===== src/rtl/adc_frame_rx.sv =====
// -----------------------------------------------------------------------------
// adc_frame_rx
//
// Receive-side decoder for the multislope ADC result link. It deserialises the
// 8N1 UART stream from the ADC controller and assembles four big-endian bytes
// into a 32-bit result word. Bits 31, 29 and 28 of that word are reserved and
// must be zero. A clean word is presented as sign / run-up / run-down fields
// with a one-cycle frame_valid_o strobe. A discarded frame gives a one-cycle
// frame_err_o strobe instead.
//
// Parameters
//   CLKS_PER_BIT   mclk cycles per UART bit (>= 8)
//   IDLE_BITS      bit-times of idle-high that abort a partial frame
//
// Ports
//   mclk_i          system clock, rising edge
//   rst_i           synchronous active-high reset
//   rx_in_i         serial line, idle high, asynchronous to mclk_i
//   frame_valid_o   one-cycle strobe, fields updated with a clean frame
//   frame_err_o     one-cycle strobe, frame discarded
//   rundown_sign_o  word bit 30
//   runup_cnt_o     word bits 27:16
//   rundown_cnt_o   word bits 15:0
//   rx_busy_o       high from start-bit detection through the stop sample
//
// State     | meaning
// ----------+-----------------------------------------------------------
// S_IDLE    | line idle, waiting for a falling edge; runs the idle timer
// S_START   | qualifying the start bit at mid-bit
// S_DATA    | sampling 8 data bits, LSB first
// S_STOP    | sampling the stop bit, then byte / frame bookkeeping
// S_WAIT_HI | stop-bit error seen, waiting for the line to return high
// -----------------------------------------------------------------------------
module adc_frame_rx #(
    parameter int CLKS_PER_BIT = 1600,
    parameter int IDLE_BITS    = 20
) (
    input  logic        mclk_i,
    input  logic        rst_i,
    input  logic        rx_in_i,
    output logic        frame_valid_o,
    output logic        frame_err_o,
    output logic        rundown_sign_o,
    output logic [11:0] runup_cnt_o,
    output logic [15:0] rundown_cnt_o,
    output logic        rx_busy_o
);

    localparam int CNT_W        = $clog2(CLKS_PER_BIT);
    localparam int IDLE_LIMIT_I = IDLE_BITS * CLKS_PER_BIT;
    localparam int IDLE_W       = $clog2(IDLE_LIMIT_I + 1);

    localparam logic [CNT_W-1:0]  HALF_BIT   = CNT_W'(CLKS_PER_BIT / 2);
    localparam logic [CNT_W-1:0]  LAST_BIT   = CNT_W'(CLKS_PER_BIT - 1);
    localparam logic [IDLE_W-1:0] IDLE_LIMIT = IDLE_W'(IDLE_LIMIT_I);
    localparam logic [IDLE_W-1:0] IDLE_LAST  = IDLE_W'(IDLE_LIMIT_I - 1);

    typedef enum logic [2:0] {
        S_IDLE,
        S_START,
        S_DATA,
        S_STOP,
        S_WAIT_HI
    } state_t;

    state_t              state_q;
    logic                rx_meta_q;
    logic                rxs_q;
    logic [CNT_W-1:0]    bit_cnt_q;
    logic [2:0]          bit_idx_q;
    logic [7:0]          shift_q;
    logic [1:0]          byte_idx_q;
    logic [23:0]         word_q;
    logic [IDLE_W-1:0]   idle_cnt_q;
    logic                busy_q;
    logic                frame_valid_q;
    logic                frame_err_q;
    logic                sign_q;
    logic [11:0]         runup_q;
    logic [15:0]         rundown_q;

    // Complete word as it stands once byte 3 has been shifted in.
    logic [31:0] word_d;
    logic        reserved_ok_d;

    assign word_d        = {word_q, shift_q};
    assign reserved_ok_d = ~word_d[31] & ~word_d[29] & ~word_d[28];

    always_ff @(posedge mclk_i) begin
        if (rst_i) begin
            state_q       <= S_IDLE;
            rx_meta_q     <= 1'b1;
            rxs_q         <= 1'b1;
            bit_cnt_q     <= '0;
            bit_idx_q     <= '0;
            shift_q       <= '0;
            byte_idx_q    <= '0;
            word_q        <= '0;
            idle_cnt_q    <= '0;
            busy_q        <= 1'b0;
            frame_valid_q <= 1'b0;
            frame_err_q   <= 1'b0;
            sign_q        <= 1'b0;
            runup_q       <= '0;
            rundown_q     <= '0;
        end else begin
            rx_meta_q     <= rx_in_i;
            rxs_q         <= rx_meta_q;
            frame_valid_q <= 1'b0;
            frame_err_q   <= 1'b0;

            unique case (state_q)
                S_IDLE: begin
                    if (!rxs_q) begin
                        // The cycle that saw the low level is count 0, so the
                        // timer enters START already at 1.
                        state_q    <= S_START;
                        bit_cnt_q  <= CNT_W'(1);
                        idle_cnt_q <= '0;
                        busy_q     <= 1'b1;
                    end else if (idle_cnt_q != IDLE_LIMIT) begin
                        idle_cnt_q <= idle_cnt_q + IDLE_W'(1);
                        if (idle_cnt_q == IDLE_LAST && byte_idx_q != 2'd0) begin
                            frame_err_q <= 1'b1;
                            byte_idx_q  <= 2'd0;
                        end
                    end
                end

                S_START: begin
                    if (bit_cnt_q == HALF_BIT) begin
                        bit_cnt_q <= '0;
                        if (rxs_q) begin
                            // Glitch: abandon silently, frame position kept.
                            state_q <= S_IDLE;
                            busy_q  <= 1'b0;
                        end else begin
                            state_q   <= S_DATA;
                            bit_idx_q <= '0;
                        end
                    end else begin
                        bit_cnt_q <= bit_cnt_q + CNT_W'(1);
                    end
                end

                S_DATA: begin
                    if (bit_cnt_q == LAST_BIT) begin
                        bit_cnt_q <= '0;
                        shift_q   <= {rxs_q, shift_q[7:1]};
                        if (bit_idx_q == 3'd7) begin
                            state_q <= S_STOP;
                        end else begin
                            bit_idx_q <= bit_idx_q + 3'd1;
                        end
                    end else begin
                        bit_cnt_q <= bit_cnt_q + CNT_W'(1);
                    end
                end

                S_STOP: begin
                    if (bit_cnt_q == LAST_BIT) begin
                        bit_cnt_q <= '0;
                        busy_q    <= 1'b0;
                        if (!rxs_q) begin
                            state_q     <= S_WAIT_HI;
                            frame_err_q <= 1'b1;
                            byte_idx_q  <= 2'd0;
                        end else begin
                            // Back to IDLE straight away so a back-to-back
                            // start bit is not missed.
                            state_q <= S_IDLE;
                            unique case (byte_idx_q)
                                2'd0: word_q[23:16] <= shift_q;
                                2'd1: word_q[15:8]  <= shift_q;
                                2'd2: word_q[7:0]   <= shift_q;
                                default: begin
                                    if (reserved_ok_d) begin
                                        frame_valid_q <= 1'b1;
                                        sign_q        <= word_d[30];
                                        runup_q       <= word_d[27:16];
                                        rundown_q     <= word_d[15:0];
                                    end else begin
                                        frame_err_q <= 1'b1;
                                    end
                                end
                            endcase
                            byte_idx_q <= byte_idx_q + 2'd1;
                        end
                    end else begin
                        bit_cnt_q <= bit_cnt_q + CNT_W'(1);
                    end
                end

                S_WAIT_HI: begin
                    if (rxs_q) begin
                        state_q <= S_IDLE;
                    end
                end

                default: begin
                    state_q <= S_IDLE;
                    busy_q  <= 1'b0;
                end
            endcase
        end
    end

    assign frame_valid_o  = frame_valid_q;
    assign frame_err_o    = frame_err_q;
    assign rundown_sign_o = sign_q;
    assign runup_cnt_o    = runup_q;
    assign rundown_cnt_o  = rundown_q;
    assign rx_busy_o      = busy_q;

endmodule


===== config.mk =====
export PLATFORM = sky130hd
export DESIGN_NAME = adc_frame_rx
export DESIGN_NICKNAME = d
export VERILOG_FILES = /design/src/rtl/adc_frame_rx.sv
export SDC_FILE = /design/constraint.sdc
export NUM_CORES = 1
export LEC_CHECK = 0
export BUFFER_PORTS_ARGS = -buffer_cell sky130_fd_sc_hd__clkbuf_2
export CAP_MARGIN = 20
export CORE_MARGIN = 2
export CORE_UTILIZATION = 54
export DETAILED_ROUTE_END_ITERATION = 12
export PLACE_DENSITY = 0.78
export SLEW_MARGIN = 20
export SYNTH_ARGS = -nofsm -noshare
export SYNTH_HDL_FRONTEND = slang
export SYNTH_SLANG_ARGS = --single-unit

===== constraint.sdc =====
create_clock -name mclk_i -period 1.95 [get_ports mclk_i]
set_input_delay 0.585 -clock mclk_i [delete_from_list [all_inputs] [get_ports mclk_i]]
set_output_delay 0.585 -clock mclk_i [all_outputs]
set_load 0.02 [all_outputs]

Word-level counts from Yosys, hierarchy flattened
Index checks and enable logic that the tools add are counted.

word-level totals
  register bits after elaboration = 100
  bits of input ports = 3
  output and inout bits = 32
  logic and storage cells = 117

cells by class
  $add $sub $neg = 4
  equal/unequal tests = 24
  mux-type cells = 40
  bitwise logic cells = 10
  reductions and logical operators = 22

operators by type and width
  operator                                               count
  two-way mux 11 bit                                     3
  two-way mux 3 bit                                      11
  case mux 11 bit (3 select lines)                       1
  two-way mux 15 bit                                     2
  inequality test 2 bit, second input constant           12
  AND reduction 5 bit                                    4
  adder 15 x 1 -> 15 bit, second input constant          1
  equality test 15 bit, second input constant            1
  inequality test 15 bit, second input constant          1
  case mux 3 bit (5 select lines)                        1
  two-way mux 1 bit                                      12
  two-way mux 2 bit                                      6
  AND reduction 4 bit                                    3
  adder 11 x 1 -> 11 bit, second input constant          1
  equality test 11 x 10 -> 1 bit, second input constant  1
  equality test 11 bit, second input constant            1
  NOT 1 bit                                              8
  OR reduction 7 bit                                     1
  equality test 3 x 2 -> 1 bit, second input constant    2
  equality test 3 bit, second input constant             2
  case mux 3 bit (2 select lines)                        1
  AND reduction 2 bit                                    3
  AND reduction 6 bit                                    1
  nonzero test 2 bit                                     3
  other kinds (16)                                       18

Depth between registers and ports, before layout
Gate-level depths: netlist of run 1.

  depth after elaboration = 8
  mapped depth = 9
  depth with buffers taken out = 7

Least setup slack after synthesis of run 1
No wires, ideal clock.

  path kind = reg2reg
  start point = reg idle_cnt_q[0]
  end point = reg idle_cnt_q[11]
  library setup time = 70 ps
  data arrival time = 1892 ps
  slack = -13 ps
  stages on the path, launching flop included = 9
  buffers on the path = 1
  path through = dfxtp_1 > inv_1 > ha_1 > nor4bb_1 > and4b_1 > buf_2 > or2_4 > or4_1 > a21oi_1

between the ends
  cells in the longest elaborated chain, start to end = 3
  elaborated cells on any way between the ends = 6
  classes of those cells = add/sub (1); eq/ne (2); mux (2); reduce/logical (1)

ends and longest elaborated chain
  element                                                                      line      text
  from (decl)                                                                  74        logic [IDLE_W-1:0] idle_cnt_q;
  from (signal assigned)                                                       122       idle_cnt_q <= idle_cnt_q + IDLE_W'(1);
  adder 15 x 1 -> 15 bit / inequality test 15 bit (equally long branches)      122, 121
  two-way mux 15 bit / inequality test 2 x 1 -> 1 bit (equally long branches)  -
  two-way mux 15 bit / AND reduction 2 bit (equally long branches)             -

Several ways; a longest one is shown, not always the timed one. The select of a mux whose other input is x is not followed.
A chain may end at the register's enable or synchronous reset.

Final worst setup path of run 1
  start point = reg bit_cnt_q[7]
  end point = reg runup_q[1] (netlist: runup_cnt_o[1])

between the ends
  cells in the longest elaborated chain, start to end = 2

ends and longest elaborated chain
  element                               line  text
  from (decl)                           69    logic [CNT_W-1:0] bit_cnt_q;
  from (signal assigned)                142   bit_cnt_q <= bit_cnt_q + CNT_W'(1);
  from (signal assigned)                156   bit_cnt_q <= bit_cnt_q + CNT_W'(1);
  from (signal assigned)                190   bit_cnt_q <= bit_cnt_q + CNT_W'(1);
  equality test 11 bit                  161   if (bit_cnt_q == LAST_BIT) begin
  AND reduction 5 bit (no source line)  -
  to (signal assigned)                  180   runup_q <= word_d[27:16];
  to (decl)                             79    logic [11:0] runup_q;

Every way passes these cells.

==> metrics.md, run 1 <==
| Metric | Value |
|---|---|
| Switching power | `about 1.5 mW` |
| MaxCap Viol Count | `0` |
| P&R area growth vs syn | `22.1%` |
| Die H | `94.3 um` |
| Power per Cell Area | `878 nW/um2` |
| Max VDD drop | `393 uV` |
| Buffers on Ports | `34` |
| Final worst-path cycle share | `1.02` |
| Slew Limit Headroom | `0.715` |
| Min Tclk post-route | `roughly 2 ns` |
| CTS hold repair buffers | `0` |
| Wirelength per Cell | `15.3 um` |
| Largest net degree at the start of global routing | `33` |
| Prevailing post-synth register cell | `dfxtp_1` |
| Worst path required time | `2.24 ns` |
| Crit path DAT | `2.28 ns` |
| Routability cong. | `between 0.8 and 0.9` |
| Reg2reg start | `bit_cnt_q[7]` |
| Total power draw | `4.72 mW` |
| Combinational share of power | `0.238` |
| Worst-Margin Slew | `0.422 ns` |
| Avg Synthesized Cell Area | `8.61 um2` |
| Dpl hpwl | `6.53 mm` |
| Synth Cell Area | `4400 um2` |
| Chip width | `94.3 um` |
| Unrepaired setup endpoints after global routing | `true` |
| HP Class | `in2reg` |
| Critical path fanouts, max | `8` |
| CP startpoint | `bit_cnt_q[7]` |
| Violated checks | `setup timing` |
| DR vias/cell | `between 5 and 6` |
| First-pass GRT wire length | `15.8 mm` |
| Startpoint Class | `flop` |
| Number of synthesized flops with an enable pin | `0` |
| Setup-failing EPs final | `9` |
| Crit end category | `flop` |
| Share of layout cells above drive strength 1 | `0.242` |
| Drt initial violations | `166` |
| Num ports | `35` |
| Seq pwr share | `0.460` |
| Post-synth ARST share | `0` |
| All-Layer GR Usage | `0.223` |
| Initial antenna violation count | `0` |
| Hold Startpoint | `rx_in_i` |
| DRC errors left | `0` |
| Placed Area | `4880 um2` |
| Seq/Total Area, Yosys | `0.455` |
| Num Clock Sinks | `100` |
| Slew Viols, Final | `0` |
| Setup Skew | `0.0108 ns` |
| Final WL | `10.4 mm` |
| Core Rows | `32` |
| Sw frac | `0.311` |
| Fin nets | `582` |
| Remaining Overflow, GRT | `0` |
| Antenna diodes | `0` |
| Crit path kind | `reg2reg` |
| Run status | `complete, but fails checks` |
| CTS root buf | `clkbuf_8` |
| Net count after synthesis | `524` |
| Core Footprint | `7810 um2` |
| Skew-Pair Late Insertion Delay | `around 0.37 ns` |
| Yosys warning total | `0` |
| Clock group share of total power | `0.302` |
| Fill cell count | `606` |
| CTS Buffer Depth | `2` |
| Vias post-DR | `around 4000` |
| Htree depth | `3` |
| CTS Buf Count | `9` |
| Vias in the first global route | `around 3500` |
| CTS tree | `done` |
| Synth Register Bits | `100` |
| Post-route cell area | `5370 um2` |
| Setup ws final | `-0.0439 ns` |
| Synthesized instance count | `511` |
| Router iterations before antenna repair | `4` |
| Clock transition at path regs | `0.10 ns` |
| Pleak | `around 2.2 nW` |
| ANT nets after route | `0` |
| Die area | `8890 um2` |
| Cell variety after synth | `54` |
| Initial Util | `0.564` |
| Peak Freq | `about 500 MHz` |
| Final Hold Fails | `0` |
| Internal power | `3.25 mW` |
[state kept, by name (all words and copies together) (netlist names), 2 cells and up]
register       cells
state_q            3
shift_q            8
word_q            24
byte_idx_q         2
runup_cnt_o       12
rundown_cnt_o     16
bit_cnt_q         11
idle_cnt_q        15
bit_idx_q          3
[timing repair]
item                                    CTS  global route
gates resized for setup                   0            44
endpoints found under the setup margin    0            81
setup buffers                             0             4
[cell usage after synthesis, drive strengths merged (3+ instances only)]
master,n,area share
a211oi,8,0.014
mux2i,32,0.073
xnor2,6,0.012
nor4bb,3,0.0068
inv,11,0.0094
a31oi,6,0.0085
or3,7,0.010
a21oi,48,0.055
clkbuf,18,0.015
and3,3,0.0043
ha,10,0.028
nand2b,13,0.018
nand2,77,0.066
or2,6,0.0091
a22oi,4,0.0068
nand3,20,0.026
dfxtp,100,0.45
or4,4,0.0068
nand4,9,0.013
buf,12,0.015
nor3,11,0.013
o21ai,8,0.0091
nor3b,5,0.0097
nor4,4,0.0091
nor2,55,0.047
[power by group through the flow]
stage	combinational, mW	clock, mW	sequential [mW]
CTS	1.00	1.45	2.16
global placement	0.980	0	2.20
finish	1.12	1.42	2.17
global route	1.24	1.52	2.18
floorplan	0.639	0	2.21
detailed placement	0.998	0	2.21
[cells by family (layout without fill, tap and decap cells)]
| logic type | after synthesis | after routing | synth area share |
|---|---|---|---|
| AND/OR/NAND/NOR | 229 | 229 | 0.261 |
| flip-flops | 100 | 100 | 0.455 |
| AO/OA/AOI/OAI | 92 | 92 | 0.129 |
| buffers and inverters | 41 | 104 | 0.0401 |
| multiplexers | 32 | 32 | 0.0728 |
| adder cells (fa/ha/maj) | 10 | 10 | 0.0284 |
| XOR/XNOR | 7 | 7 | 0.0139 |
[cell usage in the layout (no fill, tap or decap), types with 3 or more instances in the layout]
cell,instances
a211oi_1,6
a21oi_1,41
a21oi_2,7
a22oi_1,4
a31oi_1,6
and3_1,3
buf_12,4
buf_4,32
buf_6,4
clkbuf_16,3
clkbuf_2,33
clkbuf_8,10
dfxtp_1,95
dfxtp_2,3
ha_1,9
inv_1,11
inv_6,4
mux2i_1,31
nand2_1,70
nand2_2,4
nand2_4,3
nand2b_1,13
nand3_1,17
nand3_2,3
nand4_1,9
nor2_1,55
nor3_1,9
nor3b_2,3
nor4_1,3
o21ai_0,8
or2_2,5
or3_1,6
or4_1,4
xnor2_1,6
[metrics by stage]
stage / hold WS, ns / util / worst slack (ns) / TNS, ns / std cells
2_1_floorplan: 0.389 / - / 0.0252 / 0 / 511
3_3_place_gp: 0.395 / 0.626 / 0.0990 / 0 / 653
3_5_place_dp: 0.399 / 0.626 / 0.0325 / 0 / 653
4_1_cts: 0.384 / 0.653 / 0.00277 / 0 / 669
5_1_grt: 0.386 / 0.688 / -0.120 / -2.85 / 676
6_report: 0.396 / 0.688 / -0.0439 / -0.131 / 676
[layer usage]
metal	vias up	track usage	routed length, um
met2	107	0.366	5130
met4	0	0.0797	132
met1	1903	0.290	4680
met3	14	0.0474	418
li1	1909	-	-
met5	-	0	0
[cell type report]
type / instances / area, um2 / area share
clock inverters: 6 / 76.3 / 0.0142
inverters: 11 / 41.3 / 0.00769
multi-input cells: 370 / 2360 / 0.440
clock buffers: 10 / 138 / 0.0256
flip-flops and latches: 100 / 2010 / 0.375
well taps: 102 / 128 / 0.0238
repair buffers: 77 / 611 / 0.114
[final timing paths]
check                    to  slack [ns]  cells after the start
max reg2reg  runup_cnt_o[1]       -0.04                      8
max          runup_cnt_o[1]       -0.04                      8
min reg2reg           rxs_q        0.42                      1
min               rx_meta_q        0.40                      2
[worst max-delay path, cell delays in order, from the launching register on]
cell     delay, ns
dfxtp_2       0.33
or3b_4        0.40
nor4_4        0.21
buf_4         0.18
buf_12        0.12
and4_4        0.28
buf_12        0.14
nand2_1       0.08
a21oi_1       0.18
No activity file was read; power rests on OpenSTA's default activity.
==> inputs of run 2 (changes only) <==
--- a/config.mk
+++ b/config.mk
@@ -7,10 +7,12 @@
 export LEC_CHECK = 0
 export BUFFER_PORTS_ARGS = -buffer_cell sky130_fd_sc_hd__clkbuf_2
 export CAP_MARGIN = 20
+export CELL_PAD_IN_SITES_DETAIL_PLACEMENT = 1
+export CELL_PAD_IN_SITES_GLOBAL_PLACEMENT = 2
 export CORE_MARGIN = 2
-export CORE_UTILIZATION = 54
+export CORE_UTILIZATION = 33
 export DETAILED_ROUTE_END_ITERATION = 12
-export PLACE_DENSITY = 0.78
+export PLACE_DENSITY = 0.77
 export SLEW_MARGIN = 20
 export SYNTH_ARGS = -nofsm -noshare
 export SYNTH_HDL_FRONTEND = slang
==> run 2 against run 1 <==
  * First-iteration DRC count decreased by 19%
  * Critical endpoint is now rundown_cnt_o[11]
  * Design area is 5.1% higher
  * Utilization shrank 26 points
  * The flow now finishes without violations
==> metrics.md, run 2 (synthesis gave the netlist of run 1 again) <==
| Metric | Value |
|---|---|
| Run status | `complete, no violations` |
| Internal power | `3.82 mW` |
| Vias in the first global route | `3816` |
| Wirelength per Cell | `16.0 um` |
| First-pass GRT wire length | `between 15 and 20 mm` |
| HP Class | `reg2reg` |
| Share of layout cells above drive strength 1 | `0.267` |
| Switching power | `1.59 mW` |
| Peak Freq | `approximately 530 MHz` |
| Antenna diodes | `0` |
| Pleak | `2.26 nW` |
| Setup-failing EPs final | `0` |
| Fin nets | `584` |
| Initial Util | `0.335` |
| Power per Cell Area | `957 nW/um2` |
| Reg2Reg Depth | `7` |
| Largest net degree at the start of global routing | `40` |
| Num ports | `35` |
| Htree depth | `3` |
| Seq pwr share | `0.402` |
| Initial antenna violation count | `0` |
| Slew Viols, Final | `0` |
| DRC errors left | `0` |
| Max VDD drop | `~500 uV` |
| Clock group share of total power | `0.376` |
| Final worst-path cycle share | `0.975` |
| Slew Limit Headroom | `0.657` |
| Die H | `approximately 120 um` |
| ANT nets after route | `0` |
| Max reg flops | `24` |
| Die area | `14300 um2` |
| Worst path required time | `2.23 ns` |
| Core Footprint | `13100 um2` |
| Final WL | `about 12 mm` |
| Placed Area | `4990 um2` |
| Fill cell count | `1549` |
| DR vias/cell | `5.12` |
| Most common cell after layout, fill and taps aside | `dfxtp_1` |
| Min Tclk post-route | `1.90 ns` |
| Drt initial violations | `135` |
| All-Layer GR Usage | `0.166` |
| Skew-Pair Late Insertion Delay | `roughly 0.35 ns` |
| Clock transition at path regs | `0.07 ns` |
| Dpl hpwl | `7.90 mm` |
| Multi-input logic area | `approximately 2400 um2` |
| CTS Buffer Depth | `2` |
| Crit path kind | `reg2reg` |
| Worst-Margin Slew | `0.514 ns` |
| CTS tree | `done` |
| Setup Skew | `0.00939 ns` |
| Routability cong. | `0.835` |
| Router iterations before antenna repair | `4` |
| Num Clock Sinks | `100` |
| Buffers on Ports | `34` |
| Register Area | `slightly above 2000 um2` |
| Final Hold Fails | `0` |
| Post-route cell area | `5650 um2` |
| Critical path fanouts, max | `7` |
| Sw frac | `0.293` |
| Crit path DAT | `between 2 and 2.5 ns` |
| Largest Register | `word_q` |
| Most frequent cells in the layout | `dfxtp_1 (95), nand2_1 (70), nor2_1 (55), buf_4 (34), clkbuf_2 (33)` |
| Vias post-DR | `3847` |
| Startpoint Class | `flop` |
| Remaining Overflow, GRT | `0` |
| Crit end category | `flop` |
| Final core utilization | `0.430` |
| CTS root buf | `clkbuf_16` |
| MaxCap Viol Count | `0` |
| Unrepaired setup endpoints after global routing | `true` |
| CTS Buf Count | `9` |
| Hold Crit Depth | `1` |
| Combinational share of power | `0.222` |
| P&R area growth vs syn | `28.3%` |
| Chip width | `119 um` |
| Core Rows | `42` |
-- run 2: changes by cell type in the layout (fill, tap and decap cells not counted), sizes merged --
cell	delta
buf	+3
bufinv	+1
inv	-2
-- run 2: power groups by stage --
stage                     Clock, mW  Combinational (mW)  Sequential [mW]
after floorplan                   0               0.639             2.21
after CTS                      2.08                1.12             2.17
final                          2.03                1.20             2.17
after detailed placement          0                1.10             2.21
after global routing           2.17                1.32             2.18
after global placement            0                1.08             2.20
-- run 2: per-layer routing --
metal  up-vias  part of all wire  global-route usage
met5         -                 0                   0
met4         0             0.014              0.0574
met3        11             0.022              0.0273
met2        41              0.49               0.273
met1      1886              0.48               0.219
li1       1909                 -                   -
-- run 2: through the flow --
| step | setup WS (ns) | cells | hold slack (ns) | TNS (ns) | total power [mW] |
|---|---|---|---|---|---|
| global route | -0.0339 | 752 | 0.429 | -0.207 | 5.67 |
| global placement | -0.0853 | 731 | 0.403 | -0.163 | 3.29 |
| floorplan | 0.0252 | 511 | 0.389 | 0 | 2.85 |
| finish | 0.0486 | 752 | 0.413 | 0 | 5.40 |
| detailed placement | -0.0905 | 731 | 0.399 | -0.586 | 3.31 |
| CTS | 0.00508 | 747 | 0.416 | 0 | 5.37 |
-- run 2: critical path, cell delays in order (launching register included) --
cell and delay, ns:
dfxtp_2 0.32, or3b_4 0.40, nor4_4 0.24, buf_6 0.18, and4_4 0.32, buf_8 0.15, nand2_1 0.06, a21oi_1 0.15
-- run 2: final cells by class --
cell class	count	share of cell area
Clock buffer	11	0.0447
Inverter	11	0.00731
Tap cell	176	0.0390
Sequential cell	100	0.356
Multi-Input combinational cell	370	0.430
Timing Repair Buffer	79	0.107
Clock inverter	5	0.0157
-- run 2: final timing paths --
kind	slack (ns)	start	endpoint
max reg2reg	0.05	bit_cnt_q[7]	rundown_cnt_o[11]
min	0.41	rx_meta_q	rxs_q
max	0.05	bit_cnt_q[7]	rundown_cnt_o[11]
min reg2reg	0.41	rx_meta_q	rxs_q
-- run 2: timing repair --
action | CTS | global route
buffers inserted | 0 | 2
pin swaps | 0 | 28
gates cloned | 0 | 3
endpoints found under the setup margin | 30 | 82
resized for setup | 7 | 51
hold buffers | 0 | 0
==> inputs of run 3 (changes only) <==
--- a/config.mk
+++ b/config.mk
@@ -10,9 +10,10 @@
 export CELL_PAD_IN_SITES_DETAIL_PLACEMENT = 1
 export CELL_PAD_IN_SITES_GLOBAL_PLACEMENT = 2
 export CORE_MARGIN = 2
-export CORE_UTILIZATION = 33
+export CORE_UTILIZATION = 39
 export DETAILED_ROUTE_END_ITERATION = 12
-export PLACE_DENSITY = 0.77
+export MAX_ROUTING_LAYER = met4
+export PLACE_DENSITY = 0.85
 export SLEW_MARGIN = 20
 export SYNTH_ARGS = -nofsm -noshare
 export SYNTH_HDL_FRONTEND = slang
==> constraint.sdc (replaced) <==
create_clock -name mclk_i -period 2.4 [get_ports mclk_i]
set_input_delay 0.72 -clock mclk_i [delete_from_list [all_inputs] [get_ports mclk_i]]
set_output_delay 0.72 -clock mclk_i [all_outputs]
set_load 0.02 [all_outputs]
==> run 3 against run 2 <==
  * Sequential power fell by 18%
  * Routed wire length fell by 8.4%
  * Clock skew fell by 0.0033 ns
  * Flip-flop and latch count did not move
  * Clock power fell by 23%
  * Sequential share of layout area rose by 3.7 points
  * Combinational power fell by 37%
  * Die area fell by 15%
  * Final cell count fell by 8.2%
  * First-iteration DRC count rose by 50%
==> metrics.md, run 3 (synthesis gave the netlist of run 1 again) <==
| Metric | Value |
|---|---|
| Hold Startpoint | `rx_meta_q` |
| Setup Skew | `roughly 0.006 ns` |
| Worst Hold End | `rxs_q` |
| R2R Setup Slk | `0.19 ns` |
| Final Hold Fails | `0` |
| Buffers on Ports | `34` |
| CP bufs+invs | `1` |
| Min Tclk post-route | `between 2 and 2.5 ns` |
| Initial antenna violation count | `0` |
| Max VDD drop | `roughly 560 uV` |
| Final worst-path cycle share | `0.923` |
| Run status | `complete, no violations` |
| Antenna diodes | `0` |
| Peak Freq | `452 MHz` |
| WHS | `0.412 ns` |
| Chip width | `around 110 um` |
| Post-Place Setup Slack | `between 0.15 and 0.2 ns` |
| HP Class | `reg2reg` |
| Htree depth | `3` |
| Postcts setup bufs | `0` |
| Remaining Overflow, GRT | `0` |
| Crit path largest cell delay | `0.47 ns` |
| CTS root buf | `clkbuf_16` |
| Num Clock Sinks | `100` |
| Router iterations before antenna repair | `4` |
| Final WL | `11.0 mm` |
| Placed Cells | `between 600 and 700` |
| First-pass GRT wire length | `about 19 mm` |
| Vias post-DR | `3717` |
| Setup-failing EPs final | `0` |
| CTS tree | `done` |
| Vias in the first global route | `around 3700` |
| Largest Register | `word_q` |
| Crit-path cells | `inv_1, ha_1, nor4bb_1, and4b_1, or2_4, or4_1, a21oi_1` |
| Pleak | `a little over 2 nW` |
| DRC errors left | `0` |
| Dpl hpwl | `roughly 7.5 mm` |
| Largest net degree at the start of global routing | `36` |
| Max reg flops | `24` |
| Critical path fanouts, max | `10` |
| Core Rows | `38` |
| Fin nets | `558` |
| Share of layout cells above drive strength 1 | `0.151` |
| Slowest cell on the critical path | `or4_1` |
| CTS hold repair buffers | `0` |
| All-Layer GR Usage | `0.204` |
| Worst path required time | `2.68 ns` |
| CTS Buffer Depth | `2` |
| MaxCap Viol Count | `0` |
| Crit path DAT | `2.50 ns` |
| Startpoint Class | `flop` |
| Die area | `12100 um2` |
| P&R area growth vs syn | `15.8%` |
| Initial Util | `0.402` |
| ANT nets after route | `0` |
| CP delay by family, top | `simple AND/OR/NAND/NOR gates` |
| DR vias/cell | `5.39` |
| Skew-Pair Late Insertion Delay | `0.35 ns` |
| Most frequent cells in the layout | `dfxtp_1 (100), nand2_1 (77), nor2_1 (55), a21oi_1 (48), clkbuf_2 (33)` |
| CTS Buf Count | `9` |
| Routability cong. | `0.774` |
| Reg2reg start | `idle_cnt_q[0]` |
| Drt initial violations | `203` |
| Most common cell after layout, fill and taps aside | `dfxtp_1` |
| Core Footprint | `10900 um2` |
| Slew Viols, Final | `0` |
| RR Endpoint | `idle_cnt_q[13]` |
| Hold Crit Depth | `1` |
| Num ports | `35` |
| Wirelength per Cell | `15.9 um` |
| Slew Limit Headroom | `0.506` |
| Worst-Margin Slew | `~0.74 ns` |
| Clock transition at path regs | `0.07 ns` |
| Die H | `110 um` |
| Final cell count without fillers | `690` |
| Crit end category | `flop` |
| Setup ws final | `0.186 ns` |
| Power per Cell Area | `803 nW/um2` |
| Crit path kind | `reg2reg` |
| Reg2Reg Depth | `7` |
-- run 3: how the worst max path moves through the flow --
stage | from | endpoint | slack, ns | depth (start not counted)
3_5_place_dp | bit_cnt_q[1] | state_q[1] | 0.18 | 6
4_1_cts | bit_cnt_q[1] | state_q[1] | 0.17 | 6
3_3_place_gp | idle_cnt_q[0] | idle_cnt_q[11] | 0.28 | 7
2_1_floorplan | idle_cnt_q[0] | idle_cnt_q[11] | 0.44 | 8
5_1_grt | bit_cnt_q[1] | runup_cnt_o[5] | -0.004 | 8
6_report | idle_cnt_q[0] | idle_cnt_q[13] | 0.19 | 7
-- run 3: area by class of cell --
class | count | area (um2)
fillers | 1305 | 5840
multi-input cells | 370 | 2230
flip-flops and latches | 100 | 2000
repair buffers | 53 | 325
clock buffers | 11 | 233
well taps | 140 | 175
clock inverters | 5 | 85.1
inverters | 11 | 41.3
-- run 3: timing repair --
action,in CTS,in global routing
setup endpoints to repair,0,5
endpoints found under the hold margin,0,0
gates resized for setup,0,3
-- run 3: report_power, final --
part	leakage [nW]	internal [mW]	switching (mW)
Sequential	0.807	1.71	0.0583
Combinational	1.09	0.261	0.493
Clock	0.150	0.920	0.646
-- run 3: through the flow --
stage                     power [mW]  setup TNS, ns   util  instance area, um2
final                           4.09              0  0.466                5090
after global routing            4.30       -0.00443  0.466                5090
after CTS                       4.13              0  0.465                5080
after detailed placement        2.55              0  0.436                4770
after global placement          2.52              0  0.436                4770
after floorplan                 2.32              0      -                4400
-- run 3: metal layers --
metal | wire length [um] | GRT usage
met5 | 0 | -
met4 | 150 | 0.0616
met2 | 5010 | 0.314
met3 | 289 | 0.0476
met1 | 5550 | 0.269
